<file path="config.mk">
export PLATFORM = sky130hd
export DESIGN_NAME = fibonacci_index_finder
export DESIGN_NICKNAME = d
export VERILOG_FILES = /design/src/rtl/fibonacci_index_finder.sv
export SDC_FILE = /design/constraint.sdc
export NUM_CORES = 1
export LEC_CHECK = 0
export ABC_AREA = 1
export CORE_MARGIN = 2
export CORE_UTILIZATION = 40
export CTS_BUF_LIST = sky130_fd_sc_hd__clkbuf_4 sky130_fd_sc_hd__clkbuf_8 sky130_fd_sc_hd__clkbuf_16
export DETAILED_ROUTE_END_ITERATION = 8
export GPL_TIMING_DRIVEN = 0
export PLACE_DENSITY = 0.69
export REMOVE_ABC_BUFFERS = 1
export SYNTH_ARGS = -nofsm -noshare
export SYNTH_HDL_FRONTEND = slang
export SYNTH_SLANG_ARGS = --single-unit
</file>
<file path="constraint.sdc">
create_clock -name clk -period 2.15 [get_ports clk]
set_input_delay 0.43 -clock clk [delete_from_list [all_inputs] [get_ports clk]]
set_output_delay 0.43 -clock clk [all_outputs]
set_load 0.02 [all_outputs]
</file>
<file path="src/rtl/fibonacci_index_finder.sv">
// Inverse Fibonacci: walks F(1)=1, F(2)=1, ... until it meets, passes or overflows the target.
// Optional cycle counter output enabled by defining FIB_INDEX_CYCLE_CTR_EN.
module fibonacci_index_finder #(
  parameter int WIDTH = 16,
  parameter int IDX_W = 5
) (
  input  logic             clk,
  input  logic             reset,
  input  logic [WIDTH-1:0] fibo_in,
  input  logic             begin_fibo,
  output logic             done,
  output logic [IDX_W-1:0] index_out,
  output logic             found,
`ifdef FIB_INDEX_CYCLE_CTR_EN
  output logic [5:0]       cycles_out,
`endif
  output logic [1:0]       state_dbg
);

  // Handshake: begin_fibo is a one-cycle request, accepted only in IDLE or DONE
  // (ignored in CALC); done stays high with index_out/found stable until the next
  // accepted request or reset.

  typedef enum logic [1:0] {
    IDLE = 2'd0,
    CALC = 2'd1,
    DONE = 2'd2
  } state_t;

  state_t           state;
  logic [WIDTH-1:0] target;
  logic [WIDTH-1:0] a;
  logic [WIDTH:0]   b;
  logic [IDX_W-1:0] idx;
  logic             accept;

  assign accept    = begin_fibo && (state == IDLE || state == DONE);
  assign state_dbg = state;

  always_ff @(posedge clk or posedge reset) begin
    if (reset) begin
      state     <= IDLE;
      done      <= 1'b0;
      index_out <= '0;
      found     <= 1'b0;
      target    <= '0;
      a         <= '0;
      b         <= '0;
      idx       <= '0;
    end else begin
      case (state)
        IDLE, DONE: begin
          if (begin_fibo) begin
            target    <= fibo_in;
            a         <= WIDTH'(1);
            b         <= (WIDTH+1)'(1);
            idx       <= IDX_W'(1);
            done      <= 1'b0;
            index_out <= '0;
            found     <= 1'b0;
            state     <= CALC;
          end
        end
        CALC: begin
          if (a == target) begin
            found     <= 1'b1;
            index_out <= idx;
            done      <= 1'b1;
            state     <= DONE;
          end else if (a > target) begin
            found     <= 1'b0;
            index_out <= '0;
            done      <= 1'b1;
            state     <= DONE;
          end else if (b[WIDTH]) begin
            // Next term no longer fits, so the target lies beyond the largest term.
            found     <= 1'b0;
            index_out <= '0;
            done      <= 1'b1;
            state     <= DONE;
          end else begin
            a   <= b[WIDTH-1:0];
            b   <= {1'b0, a} + b;
            idx <= idx + IDX_W'(1);
          end
        end
        default: begin
          state <= IDLE;
          done  <= 1'b0;
        end
      endcase
    end
  end

`ifdef FIB_INDEX_CYCLE_CTR_EN
  always_ff @(posedge clk or posedge reset) begin
    if (reset) begin
      cycles_out <= '0;
    end else if (accept) begin
      cycles_out <= '0;
    end else if (state == CALC) begin
      cycles_out <= cycles_out + 6'd1;
    end
  end
`endif

endmodule

</file>
* Word-level counts from Yosys, hierarchy flattened *
Cells that the tools add are included.

word-level totals
  bits in registers = 63
  output and inout port bits = 9
  input bits = 19
  logic and storage cells = 62

operators by class
  add/sub/neg operators = 2
  equal/unequal tests = 8
  magnitude comparators = 1
  reductions and logical operators = 8
  mux-type cells = 34

operators with widths
  cell                 count
  $mux 17              4
  $mux 16              4
  $mux 5               8
  $pmux 17 s2          1
  $pmux 16 s2          1
  $pmux 5 s2           2
  $add 16x17->17       1
  $eq 16x16->1         1
  $gt 16x16->1         1
  $mux 2               4
  $ne 2x2->1 const B   4
  $mux 1               7
  $add 5x1->5 const B  1
  $reduce_and 5->1     1
  $ne 4x4->1 const B   1
  $pmux 1 s2           2
  $pmux 2 s2           1
  $reduce_and 2->1     2
  $reduce_and 4->1     1
  $reduce_and 3->1     1
  $eq 2x1->1 const B   1
  $eq 2x2->1 const B   1
  $logic_not 2->1      1
  $reduce_bool 2->1    1
  $reduce_or 2->1      1

* Logic depth before layout (Yosys ltp) *
  depth after elaboration = 5
  gate-level depth with buffers = 15
  mapped depth without buffers = 15

* Worst setup path before layout *
OpenSTA, ideal clock, no wires.

  path kind = register to register
  start = reg a[11]
  end = reg a[0]
  data required time = 2027 ps
  library setup time = 123 ps
  cell stages (with the launch flop) = 13
  arrival = 1620 ps
  clock period less this slack = 1743 ps
  buffers on the path = 2
  setup slack = 407 ps
  cells stage by stage = dfrtp_1 > ha_1 > nand2_2 > inv_2 > nand2_1 > nand2_1 > nand2_1 > and2_1 > nand3_2 > buf_6 > buf_6 > nand3_1 > nand2_1

on the way
  word-level cells in the longest chain between the ends = 3
  elaborated cells on any way between the ends = 5
  those cells by class = order compare (1); eq/ne (3); reduce/logical (1)

RTL lines
  item                                                 RTL line  RTL
  start: declaration                                   32        logic [WIDTH-1:0] a;
  start signal: assignment                             82        a <= b[WIDTH-1:0];
  $gt 16x16->1 / $eq 16x16->1 (equally long branches)  70, 65
  $ne 2x2->1 (no source line)                          --
  $reduce_and 5->1 (no source line) *                  --

Every way passes the cells marked *; elsewhere a longest branch is shown, timed or not.
A chain may end at the register's enable or synchronous reset.

* Final worst setup path *
  start = reg a[15]
  end = reg b[11]

on the way
  word-level cells in the longest chain between the ends = 3
  elaborated cells on any way between the ends = 5
  those cells by class = order compare (1); eq/ne (3); reduce/logical (1)

RTL lines
  item                                                 RTL line  RTL
  $gt 16x16->1 / $eq 16x16->1 (equally long branches)  70, 65
  $ne 2x2->1 (no source line)                          --
  $reduce_and 5->1 (no source line) *                  --
  end signal: assignment                               56        b <= (WIDTH+1)'(1);
  end signal: assignment                               83        b <= {1'b0, a} + b;
  end: declaration                                     33        logic [WIDTH:0] b;

Marked as above.

==> results_dict.tcl <==
set metrics [dict create \
    numCtsBuffers 9 \
    grt.overflow.total 0 \
    synth_edf_count 0 \
    holdWs_ns 0.472 \
    dpl.hpwl_mm 6.06 \
    syn_area_mm2 0.00389 \
    grt_pass1_wl_mm 15.9 \
    ys_ff_latch 62 \
    h-tree-depth 3 \
    area_delta_synth_final_pct 24.6 \
    final_core_util 0.520 \
    async_flop_share 1.00 \
    slew_headroom 0.468 \
    worstSetupStartpointType "register" \
    tightest_slew_ns 0.797 \
    io_pins 28 \
    hold_violations 0 \
    reg2regPathDepth 13 \
    die_w_um 103 \
    status "finished clean" \
    synth.most_common_cell "nand2_1" \
    dp_slack_ns -1.14 \
    yosys-top-cells-area "dfrtp_1 (40%), nand2_1 (14%), ha_1 (11%), nand3_1 (11%), inv_1 (5.2%)" \
    antenna_found_initial 0 \
    min_period_over_period 0.986 \
    clockRootBuffer "clkbuf_8" \
    io_buffers 27 \
    worstPathRequired_ns 2.44 \
    drt-total-wl_mm 10.3 \
    avgSynthCellArea_um2 7.55 \
    ant_nets 0 \
    synth_top_cell_area_share 0.399 \
    p_leak_uw 0.00263 \
    start_util 0.417 \
    fin_crit_ns 2.12 \
    endpoint "b[11]" \
    drive_gt1_frac 0.138 \
    yosysWarnings 0 \
    dr_total_vias 3632 \
    core_region_area_mm2 0.00933 \
    firstDrtPassIters 7 \
    grt_max_degree 39 \
    vdd_drop_max_mv 0.460 \
    layout_setup_ws_ns 0.0298 \
    track_usage 0.195 \
    critPathCaptureType "register" \
    r2r_slack_ns 0.03 \
    r2r-start "a[15]" \
    tritoncts "yes" \
    clkSlewWorstSetupHoldPaths_ns 0.07 \
    insertion_delay_ns 0.36 \
    synth_top_area_cell "dfrtp_1" \
    ys.flop_type "dfrtp_1" \
    max_freq_ghz 0.472 \
    powerDensity_mw_per_mm2 1170 \
    wl_per_cell_um 14.6 \
    startpoint "a[15]" \
    drt-vias-per-instance 5.17 \
    final_nets 621 \
    synth_common_cells "nand2_1 (140), nand3_1 (82), dfrtp_1 (62)" \
    path_max_fanout 7 \
    report.final.slew_viol_count 0 \
    cp.arrival_ns 2.41 \
    crit_type "reg -> reg" \
    die_y_um 103 \
    first_global_vias 3294 \
    holdBufCountCts 0 \
    hp-class "in -> async" \
    finalSetupViolCount 0 \
    clock_sinks 62 \
    yosysSeqAreaShare 0.399 \
    dieArea_mm2 0.0105 \
    worstReg2RegEnd "b[11]" \
    maxCapViolCount 0 \
    synthCells 515 \
    drt-initial-drc-count 192 \
    clk_path_buf_depth 2 \
    std_cell_rows 35 \
    drc_errors 0 \
    skew_ns 0.0151 \
    synth.distinct_cells 32 \
    gp_congestion 0.864 \
    antennaDiodeCount 0 \
]
[cell usage in the layout (no fill, tap or decap), drive strengths merged]
master and instances:
mux2 1, nor3 1, nand4 1, xor2 3
dfrtp 62, bufinv 1, o21ai 16, o21bai 2
or2 3, a21o 2, clkinvlp 1, nand3 87
clkbuf 10, nand2 145, nand3b 5, fa 1
nor2 43, xnor2 6, clkinv 4, buf 25
nor4 1, and2 1, a21oi 34, inv 57
ha 33, clkdlybuf4s50 27, and3 1
[kinds of logic after synthesis]
group,share of synthesized area
AOI/OAI and AO/OA,0.0721
xor gates and xnor gates,0.0203
muxes,0.00290
adders and majority gates,0.111
and+or+nand+nor,0.315
DFF,0.399
buffers and inverters,0.0798
[critical path, stage by stage, from the launching register on]
cell	delay, ns
dfrtp_1	0.39
ha_1	0.33
nand2_2	0.11
nor2_4	0.06
buf_4	0.14
nand3_1	0.09
nor2_2	0.06
nor2_4	0.18
nand3_4	0.20
buf_12	0.19
buf_4	0.12
nor2_1	0.09
nand2_1	0.05
nand2_1	0.05
[how the worst min path moves through the flow]
| stage | start | endpoint | slack [ns] |
|---|---|---|---|
| after floorplan | b[16] | b[16] | 0.44 |
| after global placement | index_out[3] | index_out[3] | 0.45 |
| after detailed placement | index_out[3] | index_out[3] | 0.46 |
| after CTS | index_out[3] | index_out[3] | 0.48 |
| after global routing | index_out[3] | index_out[3] | 0.49 |
| final | reset | target[1] | 0.47 |
[where the power goes]
part           leakage (uW)  internal, uW  switching [uW]  total [uW]
clock network      0.000102           562             507        1070
logic               0.00173          1080            1750        2840
registers          0.000802          1530             245        1770
[stage by stage]
| stage | TNS (ns) | total power, uW | cell area, um^2 | instances |
|---|---|---|---|---|
| 2_1_floorplan | -8.41 | 3250 | 3790 | 498 |
| 3_3_place_gp | -132.79 | 3770 | 4220 | 654 |
| 3_5_place_dp | -37.49 | 3870 | 4270 | 656 |
| 4_1_cts | 0 | 5240 | 4590 | 678 |
| 5_1_grt | -0.601 | 6100 | 4850 | 702 |
| 6_report | 0 | 5680 | 4850 | 702 |
[what timing repair did]
action / CTS / global route
resized for setup: 13 / 15
endpoints found under the hold margin: 0 / 0
setup buffers: 3 / 20
cloned: 3 / 4
pin swaps: 2 / 11
setup endpoints to repair: 45 / 44
[cell type report]
| type | instances | area [um^2] |
|---|---|---|
| fillers | 915 | 4480 |
| multi-input cells | 386 | 2200 |
| flip-flops and latches | 62 | 1550 |
| repair buffers | 52 | 515 |
| inverters | 57 | 214 |
| well taps | 129 | 161 |
| clock buffers | 10 | 138 |
| clock inverters | 6 | 61.3 |
[routing by layer]
metal,up-vias,wire (um),share of wire,track usage
li1,1786,-,-,-
met1,1725,4640,0.45,0.251
met2,101,4930,0.48,0.327
met3,20,518,0.050,0.0414
met4,0,167,0.016,0.0626
met5,-,0,0,0
[sequential cells by signal, summed over array words and instances, names as in the netlist]
name,flops
found,1
idx,5
a,16
index_out,5
target,16
state_dbg,1
b,17
done,1
(Power assumes the default switching activity.)
==> RTL change: new RTL, config.mk and constraints unchanged <==
Register the inputs `fibo_in` and `begin_fibo` before use, without a reset. The logic sees them one clock later. Comments in the files are not updated.
--- a/src/rtl/fibonacci_index_finder.sv
+++ b/src/rtl/fibonacci_index_finder.sv
@@ -29,2 +29,10 @@
 
+  logic [WIDTH-1:0] fibo_q;
+  logic begin_fibo_q;
+
+  always_ff @(posedge clk) begin
+    fibo_q       <= fibo_in;
+    begin_fibo_q <= begin_fibo;
+  end
+
   state_t           state;
@@ -36,3 +44,3 @@
 
-  assign accept    = begin_fibo && (state == IDLE || state == DONE);
+  assign accept    = begin_fibo_q && (state == IDLE || state == DONE);
   assign state_dbg = state;
@@ -52,4 +60,4 @@
         IDLE, DONE: begin
-          if (begin_fibo) begin
-            target    <= fibo_in;
+          if (begin_fibo_q) begin
+            target    <= fibo_q;
             a         <= WIDTH'(1);
Check against the original RTL: not equivalent (Yosys sat finds a counterexample within 4 cycles, from zero or initial values and one cycle with reset high).
==> RTL change against the unedited design <==
Power decreased by 4.5%. Setup slack improved by 0.046 ns. Sequential cell count increased by 17. Final area increased by 11%. Critical path type unchanged. Routed wire length decreased by 3.0%. Clock power increased by 9%. Area after synthesis increased by 14%. Clock skew decreased by 0.0027 ns. First-iteration DRC count decreased by 18%.
==> RTL change: results (changes against the unedited design) <==
Outcome
* completed — status, unchanged

STA
* 0.0757 ns — min setup slack post-route, was 0.0298 ns
* 0.0125 ns — clk_skew, was 0.0151 ns
* 0.467 ns — hold slack final, was 0.472 ns

Drt
* 4 — iteration count of the initial detailed-routing pass, was 7
* 4.84 — average vias per placed instance, was 5.17
* 4610 um — WL met1, was 4640 um

Power
* 0.000626 V — worst supply voltage drop on vdd, was 0.000460 V
* 0.355 — fraction of power consumed by sequential logic, was 0.312
* 2.97 nW — cell leakage power, was 2.63 nW
* 0.00233 W — combinational group power, was 0.00284 W
* 0.412 — Net Sw Frac, was 0.441

Critical path
* a[2] — beginning of the worst register-to-register path, was a[15]
* 6 — largest driver fanout on the critical path, was 7
* a[2] — Critical Path Start, was a[15]

Final layout
* 0.353 — fraction of standard cell area that is sequential, was 0.320
* 50 — non-clock buffer instance count of the final layout, was 52
* 1890 um^2 — flip-flop and latch area, was 1550 um^2
* 0.107 — fraction of layout cells with a size suffix above 1, was 0.138
* 684 — net count of the finished layout, was 621
* 84 — number of signal-net inverters in the final layout, was 57
* 2260 um^2 — area of the multi-input gates, was 2200 um^2
* 407 — total number of multi-input combinational cells, was 386

GRT
* 0.234 — met1 Use GR, was 0.251
* 3606 — via count of the first global-routing pass, was 3294
* 0.183 — global-route total usage across every layer, was 0.195
* 0.301 — met2 track demand over resource in global routing, was 0.327
* 0.0466 — GR met3 Demand/Resource, was 0.0414

Hold path
* flop to flop — worst min-delay path class, was input port to async pin

Clock network
* 0.09 ns — Reg clk slew, reported paths, was 0.07 ns
* 79 — Clock Sink Count, was 62

Synth
* sky130_fd_sc_hd__dfrtp_1 (35%), sky130_fd_sc_hd__nand2_1 (16%), sky130_fd_sc_hd__ha_1 (9.3%), sky130_fd_sc_hd__dfxtp_1 (7.7%), sky130_fd_sc_hd__inv_1 (7.0%) — main area contributors after synthesis, was sky130_fd_sc_hd__dfrtp_1 (40%), sky130_fd_sc_hd__nand2_1 (14%), sky130_fd_sc_hd__ha_1 (11%), sky130_fd_sc_hd__nand3_1 (11%), sky130_fd_sc_hd__inv_1 (5.2%)
* 0.428 — post-synthesis sequential area ratio, was 0.399
* sky130_fd_sc_hd__nand2_1 (188), sky130_fd_sc_hd__inv_1 (82), sky130_fd_sc_hd__dfrtp_1 (62), sky130_fd_sc_hd__nand3_1 (60), sky130_fd_sc_hd__nor2_1 (49) — leading cell types by count after synthesis, was sky130_fd_sc_hd__nand2_1 (140), sky130_fd_sc_hd__nand3_1 (82), sky130_fd_sc_hd__dfrtp_1 (62), sky130_fd_sc_hd__inv_1 (54), sky130_fd_sc_hd__nor2_1 (40)
* 0.785 — Synth async-reset ratio, was 1.00
* 30 — post-synth cell types, was 32

Place
* 0.889 — final weighted congestion of routability-driven global placement, was 0.864

-- RTL change: cell count changes in the layout (fill, tap and decap cells not counted), sizes merged, moves of 3 or more --
cell / before / now
nand3b: 5 / 2
o21ai: 16 / 4
clkinvlp: 1 / 4
nand4: 1 / 9
nand2: 145 / 192
nor2: 43 / 54
xor2: 3 / 6
dfxtp: 0 / 17
clkinv: 4 / 1
inv: 57 / 84
nand3: 87 / 60
-- RTL change: metrics by stage --
stage               std cells  setup TNS, ns
floorplan                 566          -8.42
global placement          733        -106.26
detailed placement        735         -26.60
CTS                       760              0
global route              776         -0.188
finish                    776              0
-- RTL change: logic make-up after synthesis --
kind of cell / share of synthesized area
muxes: 0.00255
AOI/OAI and AO/OA: 0.0490
xor gates and xnor gates: 0.0198
adders and majority gates: 0.0979
DFF: 0.428
and+or+nand+nor: 0.308
buffers and inverters: 0.0948
